File: src/rtl/uart_rx_ctrl_pkg.sv
// Shared types, prescale constants and legality check for the UART RX controller.
// Latency: none (types and pure functions only).
// Backpressure: n/a.
package uart_rx_ctrl_pkg;

  typedef enum logic [1:0] {
    RUN,
    DRAIN,
    APPLY,
    ACK_WAIT
  } ctrl_state_e;

  localparam logic [5:0] PRESCALE_8  = 6'd8;
  localparam logic [5:0] PRESCALE_16 = 6'd16;
  localparam logic [5:0] PRESCALE_32 = 6'd32;

  // Error flags carried alongside a received byte, {stop,par}.
  typedef struct packed {
    logic stop;
    logic par;
  } rx_err_t;

  function automatic logic is_legal_prescale(input logic [5:0] p);
    return (p == PRESCALE_8) || (p == PRESCALE_16) || (p == PRESCALE_32);
  endfunction

endpackage

File: src/rtl/uart_rx_ctrl_fifo.sv
// Synchronous FIFO with wrap-bit pointers and a head read straight from the storage registers.
// Latency: a pushed entry is visible at the head the cycle after the push; no bypass.
// Backpressure: pop is ignored when empty; push is ignored when full unless a pop frees a slot.
module uart_rx_ctrl_fifo #(
  parameter int WIDTH = 8,
  parameter int DEPTH = 4
) (
  input  logic             CLK,
  input  logic             RST,
  input  logic             push,
  input  logic [WIDTH-1:0] push_dat,
  input  logic             pop,
  output logic [WIDTH-1:0] head_dat,
  output logic             full,
  output logic             empty
);

  localparam int AW = $clog2(DEPTH);
  localparam logic [AW:0] PTR_ONE = (AW+1)'(1);

  logic [AW:0]      wr_ptr;
  logic [AW:0]      rd_ptr;
  logic [WIDTH-1:0] mem [DEPTH];
  logic             do_push;
  logic             do_pop;

  // Same slot index with differing wrap bits means every entry is occupied.
  assign empty    = (wr_ptr == rd_ptr);
  assign full     = (wr_ptr[AW] != rd_ptr[AW]) && (wr_ptr[AW-1:0] == rd_ptr[AW-1:0]);
  assign do_pop   = pop & ~empty;
  assign do_push  = push & (~full | do_pop);
  assign head_dat = mem[rd_ptr[AW-1:0]];

  // Pointer update; reset flushes the FIFO.
  always_ff @(posedge CLK or negedge RST) begin
    if (!RST) begin
      wr_ptr <= '0;
      rd_ptr <= '0;
    end else begin
      if (do_push) wr_ptr <= wr_ptr + PTR_ONE;
      if (do_pop)  rd_ptr <= rd_ptr + PTR_ONE;
    end
  end

  // Storage write; contents are only observed while the FIFO is non-empty, so no reset.
  always_ff @(posedge CLK) begin
    if (do_push) mem[wr_ptr[AW-1:0]] <= push_dat;
  end

endmodule

File: src/rtl/uart_rx_ctrl.sv
// UART RX sequencer: applies PAR_EN/Prescale only between frames, buffers bytes, counts errors.
// Latency: out_valid rises 1 cycle after a push; cfg_ack comes 1 cycle after rx_busy is seen low in DRAIN.
// Backpressure: out_ready stalls the head; a push into a full FIFO without a pop is dropped and counted.
// Option UART_RX_CTRL_ERR_FRAME_EN: errored frames are also queued, with {stop,par} on out_err.
module uart_rx_ctrl
  import uart_rx_ctrl_pkg::*;
#(
  parameter int DATA_WIDTH   = 8,
  parameter int FIFO_DEPTH   = 4,
  parameter int CNT_W        = 8,
  parameter int DEF_PRESCALE = 8,
  parameter int DEF_PAR_EN   = 1
) (
  input  logic                  CLK,
  input  logic                  RST,
  input  logic                  cfg_req,
  input  logic [5:0]            cfg_prescale,
  input  logic                  cfg_par_en,
  output logic                  cfg_ack,
  output logic                  cfg_err,
  input  logic                  rx_busy,
  input  logic                  rx_data_valid,
  input  logic                  rx_par_err,
  input  logic                  rx_stop_err,
  input  logic [DATA_WIDTH-1:0] rx_p_data,
  output logic                  rx_en,
  output logic                  PAR_EN,
  output logic [5:0]            Prescale,
  output logic [DATA_WIDTH-1:0] out_data,
  output logic                  out_valid,
  input  logic                  out_ready,
`ifdef UART_RX_CTRL_ERR_FRAME_EN
  output logic [1:0]            out_err,
`endif
  input  logic                  clr_cnt,
  output logic [CNT_W-1:0]      par_err_cnt,
  output logic [CNT_W-1:0]      stop_err_cnt,
  output logic [CNT_W-1:0]      ovf_cnt
);

  localparam logic [CNT_W-1:0] CNT_ONE = CNT_W'(1);
  localparam logic [CNT_W-1:0] CNT_MAX = '1;

  ctrl_state_e state;
  ctrl_state_e state_nxt;
  logic        cfg_load;
  logic        push;
  logic        pop;
  logic        full;
  logic        empty;
  logic        drop;

`ifdef UART_RX_CTRL_ERR_FRAME_EN
  localparam int ENTRY_W = DATA_WIDTH + 2;
  rx_err_t              err_in;
  logic [ENTRY_W-1:0]   push_dat;
  logic [ENTRY_W-1:0]   head_dat;
  assign err_in.stop = rx_stop_err;
  assign err_in.par  = rx_par_err;
  assign push        = rx_data_valid | rx_par_err | rx_stop_err;
  assign push_dat    = {err_in, rx_p_data};
  assign out_data    = head_dat[DATA_WIDTH-1:0];
  assign out_err     = head_dat[ENTRY_W-1:DATA_WIDTH];
`else
  localparam int ENTRY_W = DATA_WIDTH;
  logic [ENTRY_W-1:0]   push_dat;
  logic [ENTRY_W-1:0]   head_dat;
  assign push        = rx_data_valid;
  assign push_dat    = rx_p_data;
  assign out_data    = head_dat;
`endif

  assign out_valid = ~empty;
  assign pop       = out_valid & out_ready;
  assign drop      = push & full & ~pop;

  uart_rx_ctrl_fifo #(
    .WIDTH (ENTRY_W),
    .DEPTH (FIFO_DEPTH)
  ) u_fifo (
    .CLK      (CLK),
    .RST      (RST),
    .push     (push),
    .push_dat (push_dat),
    .pop      (pop),
    .head_dat (head_dat),
    .full     (full),
    .empty    (empty)
  );

  // FSM state register.
  always_ff @(posedge CLK or negedge RST) begin
    if (!RST) state <= RUN;
    else      state <= state_nxt;
  end

  // Next state plus ack/err; a request is latched once and not re-applied until cfg_req drops.
  always_comb begin
    state_nxt = state;
    cfg_ack   = 1'b0;
    cfg_err   = 1'b0;
    cfg_load  = 1'b0;
    case (state)
      RUN:      if (cfg_req) state_nxt = DRAIN;
      DRAIN:    if (!rx_busy) state_nxt = APPLY;
      APPLY: begin
        cfg_ack   = 1'b1;
        cfg_err   = ~is_legal_prescale(cfg_prescale);
        cfg_load  = is_legal_prescale(cfg_prescale);
        state_nxt = ACK_WAIT;
      end
      ACK_WAIT: if (!cfg_req) state_nxt = RUN;
      default:  state_nxt = RUN;
    endcase
  end

  // Registered start-detect enable: low while waiting for the RX path to idle and while applying.
  always_ff @(posedge CLK or negedge RST) begin
    if (!RST) rx_en <= 1'b1;
    else      rx_en <= (state_nxt == RUN) || (state_nxt == ACK_WAIT);
  end

  // Applied configuration; only a legal request in APPLY changes it.
  always_ff @(posedge CLK or negedge RST) begin
    if (!RST) begin
      Prescale <= 6'(DEF_PRESCALE);
      PAR_EN   <= 1'(DEF_PAR_EN);
    end else if (cfg_load) begin
      Prescale <= cfg_prescale;
      PAR_EN   <= cfg_par_en;
    end
  end

  // Saturating error/overflow counters; clear wins over a same-cycle increment.
  always_ff @(posedge CLK or negedge RST) begin
    if (!RST) begin
      par_err_cnt  <= '0;
      stop_err_cnt <= '0;
      ovf_cnt      <= '0;
    end else if (clr_cnt) begin
      par_err_cnt  <= '0;
      stop_err_cnt <= '0;
      ovf_cnt      <= '0;
    end else begin
      if (rx_par_err && (par_err_cnt != CNT_MAX))   par_err_cnt  <= par_err_cnt + CNT_ONE;
      if (rx_stop_err && (stop_err_cnt != CNT_MAX)) stop_err_cnt <= stop_err_cnt + CNT_ONE;
      if (drop && (ovf_cnt != CNT_MAX))             ovf_cnt      <= ovf_cnt + CNT_ONE;
    end
  end

endmodule

File: config.mk
export PLATFORM = sky130hd
export DESIGN_NAME = uart_rx_ctrl
export DESIGN_NICKNAME = d
export VERILOG_FILES = /design/src/rtl/uart_rx_ctrl_pkg.sv /design/src/rtl/uart_rx_ctrl_fifo.sv /design/src/rtl/uart_rx_ctrl.sv
export SDC_FILE = /design/constraint.sdc
export NUM_CORES = 1
export LEC_CHECK = 0
export ABC_AREA = 1
export BUFFER_PORTS_ARGS = -buffer_cell sky130_fd_sc_hd__buf_2
export CAP_MARGIN = 10
export CORE_MARGIN = 1.5
export CORE_UTILIZATION = 45
export DETAILED_ROUTE_END_ITERATION = 10
export PLACE_DENSITY = 0.67
export SYNTH_ARGS = -nofsm -noshare
export SYNTH_HDL_FRONTEND = slang
export SYNTH_SLANG_ARGS = --single-unit
File: constraint.sdc
create_clock -name CLK -period 3.2 [get_ports CLK]
set_input_delay 0.32 -clock CLK [delete_from_list [all_inputs] [get_ports CLK]]
set_output_delay 0.32 -clock CLK [all_outputs]
set_load 0.01 [all_outputs]
# After elaboration in Yosys (flattened, before gate mapping)

Memories as Yosys holds them, arrays and structs flattened.
Cells that the tools add are included.

Register bits: 40
Memory bits (writable): 32
Input bits: 24
Output and inout bits: 43
Word-level logic and storage cells: 65
Memories kept: 1

Memories:

| memory     | depth | width | rd ports | clocked after Yosys merged registers in | write ports | RTL line                | text |
|---|---|---|---|---|---|---|---|
| u_fifo.mem | 4     | 8     | 1        | 0                                       | 1           | uart_rx_ctrl_fifo.sv:23 | `logic [WIDTH-1:0] mem [DEPTH];` |

Add/sub/neg operators: 5
Eq/ne operators: 13
Mux-type cells: 15
Bitwise logic cells: 10
Reduce and logical (&&, ||, !) cells: 12

Operators with widths:

| operator              | count |
|---|---|
| $mux W8               | 6 |
| $add A8 B1 Y8 const B | 3 |
| $ne A8 B8 Y1 const B  | 3 |
| $pmux W2 S4           | 1 |
| $add A3 B1 Y3 const B | 2 |
| $eq A2 B2 Y1 const B  | 3 |
| $eq A6 B4 Y1 const B  | 1 |
| $eq A6 B5 Y1 const B  | 1 |
| $eq A6 B6 Y1 const B  | 1 |
| $mux W2               | 3 |
| $reduce_bool A2 Y1    | 3 |
| $and A1 B1 Y1         | 5 |
| $mux W1               | 5 |
| $logic_and A1 B1 Y1   | 4 |
| $logic_not A2 Y1      | 2 |
| $not A1 Y1            | 4 |
| $eq A3 B3 Y1          | 1 |
| $logic_or A1 B1 Y1    | 3 |
| $eq A2 B1 Y1 const B  | 1 |
| $eq A2 B2 Y1          | 1 |
| $ne A1 B1 Y1          | 1 |
| $or A1 B1 Y1          | 1 |

# Longest topological paths before layout

Gate-level depths: netlist of the first run.

Depth after elaboration: 8
Mapped depth: 10
Depth with buffers taken out: 9

# Cells and area by module

A second synthesis of the first run with hierarchy kept.

Cells, all modules: 403
Area total of the unflattened synthesis: 3568.4 um^2

By module, submodules not included:

| module            | times used | cells an instance | area an instance (um^2) | seq. area each (um^2) |
|---|---|---|---|---|
| uart_rx_ctrl      | 1          | 266               | 1943.1                  | 854.6 |
| uart_rx_ctrl_fifo | 1          | 137               | 1625.3                  | 1111.1 |

# Worst setup path after synthesis of the first run

Ideal clock, no wire load.

Path type: flip-flop to flip-flop
Start point: register u_fifo.wr_ptr[0]
End point: memory u_fifo.mem[0][0] (enable)
Setup time: 371 ps
Arrival time: 1273 ps
Data required time: 2829 ps
Path slack: 1556 ps
Stages on the path, launching flop included: 9
Buffers on the path: 0
Period minus slack after synthesis: 1644 ps
Cells stage by stage: dfrtp_1 clkinv_1 nand2_2 nand2_2 nand2_2 nor2_4 inv_2 nand2_4 nor2_1

Longest elaborated chain between the ends: 8
Elaborated cells between the ends (all ways): 11
Classes of those cells: 2 x eq/ne; 2 x mux; 6 x bitwise; 1 x reduce/logical

Ends and longest elaborated chain:

| item                          | RTL line                                    | text |
|---|---|---|
| start, declared               | uart_rx_ctrl_fifo.sv:21                     | `logic [AW:0] wr_ptr;` |
| start signal, assigned        | uart_rx_ctrl_fifo.sv:40                     | `if (do_push) wr_ptr <= wr_ptr + PTR_ONE;` |
| $eq A3 B3 Y1                  | uart_rx_ctrl_fifo.sv:28                     | `assign empty = (wr_ptr == rd_ptr);` |
| $not A1 Y1                    | uart_rx_ctrl_fifo.sv:30, uart_rx_ctrl.sv:73 |  |
| $and A1 B1 Y1                 | uart_rx_ctrl.sv:74                          | `assign pop = out_valid & out_ready;` |
| $and A1 B1 Y1                 | uart_rx_ctrl_fifo.sv:30                     | `assign do_pop = pop & ~empty;` |
| $or A1 B1 Y1                  | uart_rx_ctrl_fifo.sv:31                     | `assign do_push = push & (~full \| do_pop);` |
| $and A1 B1 Y1                 | uart_rx_ctrl_fifo.sv:31                     |  |
| $mux W1                       | uart_rx_ctrl_fifo.sv:47                     | `if (do_push) mem[wr_ptr[AW-1:0]] <= push_dat;` |
| $mux W1 (not written as such) | uart_rx_ctrl_fifo.sv:47                     |  |
| end, declared                 | uart_rx_ctrl_fifo.sv:23                     |  |

Several ways; a longest one is shown, not always the timed one.

# Worst setup path in the final report of the first run

Start point: register u_fifo.rd_ptr[0]
End point: memory u_fifo.mem[2][6] (enable)

Longest elaborated chain between the ends: 8
Elaborated cells between the ends (all ways): 11
Classes of those cells: 2 x eq/ne; 2 x mux; 6 x bitwise; 1 x reduce/logical

Ends and longest elaborated chain:

| item                              | RTL line                                    | text |
|---|---|---|
| start, declared                   | uart_rx_ctrl_fifo.sv:22                     | `logic [AW:0] rd_ptr;` |
| start signal, assigned            | uart_rx_ctrl_fifo.sv:41                     | `if (do_pop) rd_ptr <= rd_ptr + PTR_ONE;` |
| $eq A3 B3 Y1                      | uart_rx_ctrl_fifo.sv:28                     |  |
| $not A1 Y1                        | uart_rx_ctrl_fifo.sv:30, uart_rx_ctrl.sv:73 |  |
| $and A1 B1 Y1                     | uart_rx_ctrl.sv:74                          |  |
| $and A1 B1 Y1                     | uart_rx_ctrl_fifo.sv:30                     |  |
| $or A1 B1 Y1 (*)                  | uart_rx_ctrl_fifo.sv:31                     |  |
| $and A1 B1 Y1 (*)                 | uart_rx_ctrl_fifo.sv:31                     |  |
| $mux W1 (*)                       | uart_rx_ctrl_fifo.sv:47                     |  |
| $mux W1 (not written as such) (*) | uart_rx_ctrl_fifo.sv:47                     |  |

Mark *: on every way between the ends. The rest lies on a longest branch, timed or not.

==> impl_summary.md, run 1 <==
Layout
The layout cell share with drive strength beyond 1 is 24.8%. The fill cell instance count of the final layout is 704. Once layout is done, the placed cells without fillers occupy 0.00401 mm^2. The final layout contains 455 nets. The synthesis-to-finish area growth is 17.6%. The number of antenna diodes in the final layout is 0.

Route
The detailed router placed 2665 vias in this run. After detailed routing, the number of vias per cell comes to 5.06. The first-pass iteration count of the detailed router is 4. The count of routing violations after the opening detailed-route iteration is 156. The remaining design rule violation count is 0.

Summed over all layers, the routed wires come to 7230 um. The count of antenna-violating nets left after detailed routing is 0. Dividing the detail-routed wire length by the instance count gives 13.7 um.

Power and ir drop
The cell area power density is 707 mW/mm^2. The static leakage is 0.00190 uW. The total design power is 2840 uW. Across the VDD grid, the largest voltage drop is 0.000325 V.

GRT
The fraction of met2 tracks used by global routing is 29.6%. The wire length of the first global-routing pass is 12100 um. The initial antenna violation count is 0.

The number of global-route vias before repair is 2499. The most crowded layer after global routing is met2. For met1 alone, demand over resource in global routing was 25.7%. The total global routing track utilization is 19.0%.

The global route total overflow is 0. In the global route stage, met3 resource usage came out at 5.33%. The pin count of the biggest net entering global routing is 41.

Synthesis
In the post-synthesis netlist, the biggest area contributors are sky130_fd_sc_hd__edfxtp_1 (28%), sky130_fd_sc_hd__dfrtp_1 (27%), sky130_fd_sc_hd__nand2_1 (7.9%), sky130_fd_sc_hd__nor2_1 (5.0%), sky130_fd_sc_hd__nand3_1 (4.1%). The synthesized area per cell is 9.67 um^2. The fraction of post-synthesis cell area in the top cell type by area is 28.2%. The summed instance area of the synthesized netlist is 0.00341 mm^2. The number of unique standard cell types used by synthesis is 36. Sequential cells were found to cover 57.6% of the synthesized design area.

Synthesis handed over a netlist of 353 instances. Sorting the synthesized cells by how often they occur yields sky130_fd_sc_hd__nand2_1 (72), sky130_fd_sc_hd__nor2_1 (45), sky130_fd_sc_hd__dfrtp_1 (37). The most used flip-flop cell after synthesis is sky130_fd_sc_hd__dfrtp_1.

The total number of yosys warnings is 0. The leading cell type by number of instances after synthesis is sky130_fd_sc_hd__nand2_1. The number of nets in the synthesized netlist is 385. After synthesis the netlist holds a flip-flop and latch count of 72.

The number of enable flip-flop cells after synthesis is 32. For this run, asynchronously set or reset flops after synthesis account for 55.6%. The largest total area in the synthesized netlist belongs to sky130_fd_sc_hd__edfxtp_1.

Setup path
The path type of the worst setup path is register to register. The worst setup path is captured at a register. The largest stage delay on the critical path is 710 ps. In this run the critical register-to-register path is launched from u_fifo.rd_ptr[0]. The path depth of the worst reg2reg path is 8. STA puts the critical path data arrival time at 2310 ps. The worst register-to-register path ends at u_fifo.mem[2][6].

In this run the worst setup path begins at u_fifo.rd_ptr[0]. The signal on the critical path passes through clkinv_4 > nand2_2 > nand2_2 > nand2_2 > nor2_4 > inv_2 > nand2_4 > nor2_1. The worst setup path is launched from a register. The cell that appears most often on the critical path is sky130_fd_sc_hd__nand2_2. The worst endpoint required time is 3180 ps.

The worst register-to-register path has a setup slack of 870 ps. The master of the slowest instance on the critical path is sky130_fd_sc_hd__dfrtp_1. In this run the worst path has a maximum fanout of 19.

Place
During placement, the flow inserted port buffers numbering 66. At the end of routability-driven placement, the weighted congestion stood at 0.804. The placement-stage cell area is 0.00382 mm^2. Detailed placement ended at an HPWL of 5150 um.

Clocking
Buffers inserted during clock tree synthesis total 9. The clock transition at the registers of the reported paths is 90 ps. At the later pin of the worst-skew pair, clock insertion delay measures 350 ps.

The number of clock sinks seen by CTS is 72. The maximum count of clock buffers along a single path is 2. The root buffer cell is sky130_fd_sc_hd__clkbuf_8.

In this run, post-CTS repair resized a total of 0 instances. The post-cts hold buffer count is 0. The post-CTS setup buffer count is 0. TritonCTS built the clock tree.

The count of H-tree levels built during CTS is 3.

STA
The worst path needs 2330 ps of the cycle, external delays included. The max-slew violation count is 0. Setup repair after global routing left no endpoint under its margin. The highest clock rate is 430 MHz. For the final routed database, the setup TNS stands at 0 ps. The remaining max-slew budget at the tightest pin is 38.3%. The final count of hold timing violations is 0. The final critical path takes up 72.7% of the cycle. The transition time at the pin with the least slew margin is 925 ps. The final setup violation count is 0.

The maximum clock skew at final layout is 8.12 ps.

Die
The floorplan step set the die height to 90.1 um. The width of the chip is 90.1 um. The number of placement rows is 31.

The die covers 0.00811 mm^2. The starting density of the core is 46.8%. The placeable core region is 0.00729 mm^2.

In this run the count of I/O pins placed on the die edge is 67.

Flow run
Across the run, the number of max-cap violations was 0.

Outcome
The flow ran to the end, and the final reports show no timing, DRC or antenna violations.

Hold path
The path class of the tightest hold or removal check is primary input to asynchronous set/reset pin.
area by class of cell:
cell class | count | area, um^2 | area share, %
inverter | 35 | 141 | 3.52
tap | 99 | 124 | 3.09
timing repair buffer | 66 | 330 | 8.23
sequential | 72 | 1970 | 49.0
clock inverter | 7 | 66.3 | 1.65
multi-input combinational | 239 | 1260 | 31.4
clock buffer | 9 | 124 | 3.09
flip-flops by register name (all words and copies together) (netlist names):
| signal | count |
|---|---|
| par_err_cnt | 8 |
| rx_en | 1 |
| u_fifo.wr_ptr | 3 |
| PAR_EN | 1 |
| u_fifo.mem | 32 |
| state | 2 |
| Prescale | 6 |
| stop_err_cnt | 8 |
| u_fifo.rd_ptr | 3 |
| ovf_cnt | 8 |
critical path, delay by kind of cell (launching register included):
kind	cells	cell delay [ps]
buffers and inverters	2	320
DFF	1	710
and+or+nand+nor	6	930
per-layer routing:
metal	wire [um]	vias up	part of all wire, %
li1	-	1319	-
met1	3350	1253	46
met2	3400	80	47
met3	385	13	5.3
met4	94	0	1.3
met5	0	-	0
cells by family after synthesis:
group / count (synthesis) / share of synthesized area (%)
AOI/OAI and AO/OA: 53 / 9.20
and+or+nand+nor: 164 / 21.2
adders and majority gates: 8 / 2.93
buffers and inverters: 42 / 5.46
xor gates and xnor gates: 14 / 3.59
DFF: 72 / 57.6
power by group:
part | total (uW) | switching (uW) | internal (uW)
combinational | 836 | 525 | 312
clock | 695 | 390 | 304
sequential | 1310 | 141 | 1170
total | 2840 | 1060 | 1780
how the worst max path moves through the flow:
stage                     slack, ps          endpoint  depth (start not counted)
after floorplan                1560  u_fifo.mem[0][0]                          8
after global placement         1010  u_fifo.mem[3][3]                          8
after detailed placement        870  u_fifo.mem[2][4]                          8
after CTS                       860  u_fifo.mem[2][6]                          8
after global routing            710  u_fifo.mem[2][4]                          8
final                           870  u_fifo.mem[2][6]                          8
layout by cell type (no fill, tap or decap), types with 4 or more instances in the layout:
cell / instances
sky130_fd_sc_hd__nand2_2: 6
sky130_fd_sc_hd__o21ai_0: 21
sky130_fd_sc_hd__inv_6: 4
sky130_fd_sc_hd__nand3_1: 28
sky130_fd_sc_hd__o22ai_1: 8
sky130_fd_sc_hd__dfrtp_1: 37
sky130_fd_sc_hd__nor2_2: 5
sky130_fd_sc_hd__xor2_1: 11
sky130_fd_sc_hd__buf_2: 66
sky130_fd_sc_hd__edfxtp_1: 32
sky130_fd_sc_hd__ha_1: 8
sky130_fd_sc_hd__clkbuf_8: 9
sky130_fd_sc_hd__a21oi_1: 6
sky130_fd_sc_hd__inv_1: 29
sky130_fd_sc_hd__nand2_1: 72
sky130_fd_sc_hd__nor2_1: 45
per-stage QoR:
stage | utilization, % | hold slack, ps | setup slack, ps | std cells
after floorplan | - | 24.4 | 1560 | 353
after global placement | 52.4 | 448 | 1010 | 511
after detailed placement | 52.4 | 458 | 873 | 511
after CTS | 55.0 | 113 | 861 | 527
after global routing | 55.0 | 126 | 711 | 527
final | 55.0 | 106 | 872 | 527
Power figures use the tool's default switching activity.
==> run 2: changes to the inputs <==
--- a/config.mk
+++ b/config.mk
@@ -5,13 +5,13 @@
 export SDC_FILE = /design/constraint.sdc
 export NUM_CORES = 1
 export LEC_CHECK = 0
-export ABC_AREA = 1
+export ABC_AREA = 0
 export BUFFER_PORTS_ARGS = -buffer_cell sky130_fd_sc_hd__buf_2
 export CAP_MARGIN = 10
 export CORE_MARGIN = 1.5
 export CORE_UTILIZATION = 45
 export DETAILED_ROUTE_END_ITERATION = 10
-export PLACE_DENSITY = 0.67
+export PLACE_DENSITY = 0.7
 export SYNTH_ARGS = -nofsm -noshare
 export SYNTH_HDL_FRONTEND = slang
 export SYNTH_SLANG_ARGS = --single-unit
==> constraint.sdc (replaced) <==
create_clock -name CLK -period 1.95 [get_ports CLK]
set_input_delay 0.195 -clock CLK [delete_from_list [all_inputs] [get_ports CLK]]
set_output_delay 0.195 -clock CLK [all_outputs]
set_load 0.01 [all_outputs]
==> impl_summary.md, run 2 <==
Setup path
The worst endpoint required time is 1750 ps (-1430 ps). The master of the slowest instance on the critical path is sky130_fd_sc_hd__mux4_1. The register-to-register setup slack was 200 ps (-670 ps).

The signal arrival time at the worst endpoint came to 1700 ps (-610 ps). The critical path in this run is classified as register to output port. The endpoint kind of the worst setup timing path is an output port. The kind of launch point of the worst setup path is a register. The largest fanout of any net on the critical path is 10 (-9). The signal on the critical path passes through buf_8 > mux4_1 > buf_2. The number of buffers and inverters on the critical path is 2 (unchanged). The largest stage delay on the critical path was 590 ps (-120 ps).

The critical path's top delay family is multiplexers.

Power and ir drop
The total design power was 4490 uW (+58%). The cell area power density is 1140 mW/mm^2 (+62%). The peak supply drop is 0.000696 V (+110%). The static leakage is 0.00171 uW (-10%).

The net switching component of the power is 1440 uW (+37%). The cell-internal power is 3050 uW (+71%). The portion of total power attributed to sequential cells is 45.8% (-0.3 points). The fraction of power spent switching nets is 32.1% (-5.1 points). The share of total power in the clock network is 24.4% (about the same).

The share of power burned in combinational logic is 29.8% (+0.3 points).

Route
The wire length per cell is 14.6 um (+6.7%). The remaining design rule violation count is 0 (unchanged). The count of antenna-violating nets left after detailed routing is 0 (unchanged). The routed length on met1 is 2790 um (-17%). The detailed-route vias per instance is 5.35 (+5.8%). The count of routing violations after the opening detailed-route iteration came to 96 (-38%). The overall routed net length is 6120 um (-15%). The first-pass iteration count of the detailed router came to 5 (+1).

The routed wire length on met2 is 2880 um (-16%). The via count was 2236 (-16%). The total met3 wirelength after detailed routing came to 331 um (-14%). The detailed router used layers up to and including met4.

STA
The post-route fraction of the period consumed by the critical path is 97.1%. The final count of hold timing violations is 0 (unchanged). The total negative slack for setup checks is 0 ps (unchanged). The max-slew violation count came to 0 (unchanged). The maximum clock skew at final layout came to 12.8 ps (+4.70 ps). The final setup violation count was 0 (unchanged). The transition time at the pin with the least slew margin is 611 ps (-314 ps). The highest clock rate is 528 MHz. Setup repair after global routing left no endpoint under its margin. The remaining max-slew budget at the tightest pin came to 59.2% (+21 points). After layout, the minimum clock period comes to 1890 ps.

Die
The floorplan die height is 87.7 um (-2.6%). The width of the chip was 87.7 um (-2.6%). The placeable core region was 0.00687 mm^2 (-5.8%). The number of placement rows is 30 (-3.2%). The number of I/O pins came to 67 (unchanged). The starting density of the core is 47.0% (+0.26 points). The full die area is 0.00770 mm^2 (-5.1%).

Synthesis
The share of synthesized area occupied by flip-flops and latches is 60.8% (+3.2 points). Counting instances in the post-synthesis netlist gives the leading cell types as sky130_fd_sc_hd__dfrtp_1 (37), sky130_fd_sc_hd__edfxtp_1 (32), sky130_fd_sc_hd__nor2_1 (14). The number of enable flip-flop cells after synthesis is 32 (unchanged). Sorting the synthesized cells by area gives the leading types as sky130_fd_sc_hd__edfxtp_1 (30%), sky130_fd_sc_hd__dfrtp_1 (29%), sky130_fd_sc_hd__mux4_1 (3.3%), sky130_fd_sc_hd__ha_1 (3.1%), sky130_fd_sc_hd__mux4_2 (2.8%). By instance count, the leading cell after synthesis is sky130_fd_sc_hd__dfrtp_1. The number of unique standard cell types used by synthesis is 44 (+22%). The fraction of post-synthesis cell area in the top cell type by area is 29.7% (+1.6 points). The gate count after technology mapping came to 237 (-33%). The synthesized net count came to 269 (-30%). The share of flip-flops with an asynchronous set or reset was 55.6% (unchanged). The synthesized flop and latch total was 72 (unchanged). The synthesized design spends more area on one cell type than any other, namely sky130_fd_sc_hd__edfxtp_1. The main flop type after synthesis is sky130_fd_sc_hd__dfrtp_1. The synthesized area per cell is 13.6 um^2 (+41%).

The total number of yosys warnings is 0 (unchanged). The summed instance area of the synthesized netlist is 0.00323 mm^2 (-5.3%).

Place
The count of buffers inserted at the top-level ports came to 66 (unchanged). The total placed cells including tap cells is 401 (-22%). The HPWL after detailed placement is 4270 um (-17%). The final weighted congestion in routability-driven placement was 0.805 (+0.20%).

Clocking
The number of buffers created by CTS came to 9 (unchanged). The count of H-tree levels built during CTS came to 3 (unchanged). The root buffer cell is sky130_fd_sc_hd__clkbuf_8. The insertion delay of the later-clocked pin in the worst-skew pair was 350 ps (about the same). The clock tree from TritonCTS is built.

The clock transition at the registers of the reported paths was 90 ps (about the same). The number of clock sinks seen by CTS is 72 (unchanged). The maximum count of clock buffers along a single path came to 2 (unchanged). The post-CTS setup buffer count is 0 (unchanged).

GRT
The wire length of the first global-routing pass is 10100 um (-17%). The number of global-route vias before repair is 2029 (-19%). The total global routing track utilization is 17.4% (-1.6 points).

The pin count of the biggest net entering global routing is 41 (unchanged). The global route total overflow is 0 (unchanged). The initial antenna violation count is 0 (unchanged).

Hold path
The worst hold path belongs to the class primary input to register.

Outcome
The flow ran to the end, and the final reports show no timing, DRC or antenna violations.

Layout
The library cell used most frequently in the layout, excluding fill and tap cells, is sky130_fd_sc_hd__buf_2. The core occupancy in the finished layout was 57.1% (+2.1 points). In the layout the commonest cells are sky130_fd_sc_hd__buf_2 (66), sky130_fd_sc_hd__dfrtp_1 (37), sky130_fd_sc_hd__edfxtp_1 (32).

The number of nets in the layout is 349 (-23%). The flip-flop count of the largest register, all copies and words added is 32 (unchanged). The non-filler instance count after layout was 418 (-21%). The synthesis-to-finish area growth is 21.3%. The layout cell share with drive strength beyond 1 is 33.2% (+8.5 points). The number of antenna repair diodes came to 0 (unchanged).

Flow run
The number of maximum-capacitance constraint violations came to 0 (unchanged).
## run 2: cell types whose count changed in the layout (fill, tap and decap cells not counted), sizes merged, moves of 11 or more
cell   delta
nand3    -19
nor2     -37
and2     +11
nand2    -74
o21ai    -17
inv      -28
## run 2: logic make-up (layout without fill, tap and decap cells)
group | Yosys count | count (layout) | share of synthesized area (%)
simple gates | 75 | 75 | 12.9
flops | 72 | 72 | 60.8
xor+xnor | 16 | 16 | 4.80
compound gates | 38 | 38 | 7.82
fa+ha+maj | 8 | 8 | 3.10
mux | 16 | 16 | 8.71
buf+inv | 12 | 97 | 1.82
## run 2: final timing paths
check / from / end / cells past startpoint
max in group asynchronous: RST / rx_en / 3
setup reg to reg: u_fifo.wr_ptr[0] / ovf_cnt[6] / 4
hold reg to reg: u_fifo.wr_ptr[2] / u_fifo.wr_ptr[2] / 1
min in group asynchronous: RST / stop_err_cnt[1] / 3
hold / removal: rx_p_data[2] / u_fifo.mem[1][2] / 1
setup / recovery: u_fifo.rd_ptr[0] / out_data[4] / 3
## run 2: timing repair
item                                    4_1_cts  5_1_grt
hold endpoints to repair                     37        0
resized for setup                             1        1
endpoints found under the setup margin        1        1
hold buffers                                  1        0
## run 2: through the flow
step	area, um^2	hold WS (ps)	setup slack [ps]
finish	3920	57.8	57.3
global route	3920	45.5	3.44
CTS	3920	40.4	15.5
detailed placement	3720	286	214
global placement	3720	284	266
floorplan	3230	-101	175
## run 2: power groups by stage
stage	combinational, uW	clock, uW	sequential [uW]
after CTS	1350	1130	2060
after global placement	1300	0	2070
after detailed placement	1340	0	2080
final	1340	1100	2060
after global routing	1490	1190	2080
after floorplan	864	0	2070
## run 2: cell type report
| class | count | area, um^2 |
|---|---|---|
| well taps | 96 | 120 |
| flip-flops and latches | 72 | 1970 |
| clock buffers | 9 | 124 |
| inverters | 6 | 22.5 |
| fillers | 561 | 2950 |
| repair buffers | 75 | 420 |
| clock inverters | 7 | 61.3 |
| multi-input cells | 153 | 1210 |
## run 2: metal layers
| metal | up-vias | global-route usage (%) |
|---|---|---|
| li1 | 1059 | - |
| met1 | 1097 | 24.4 |
| met2 | 68 | 25.3 |
| met3 | 12 | 4.62 |
| met4 | 0 | 8.23 |
| met5 | - | 0 |
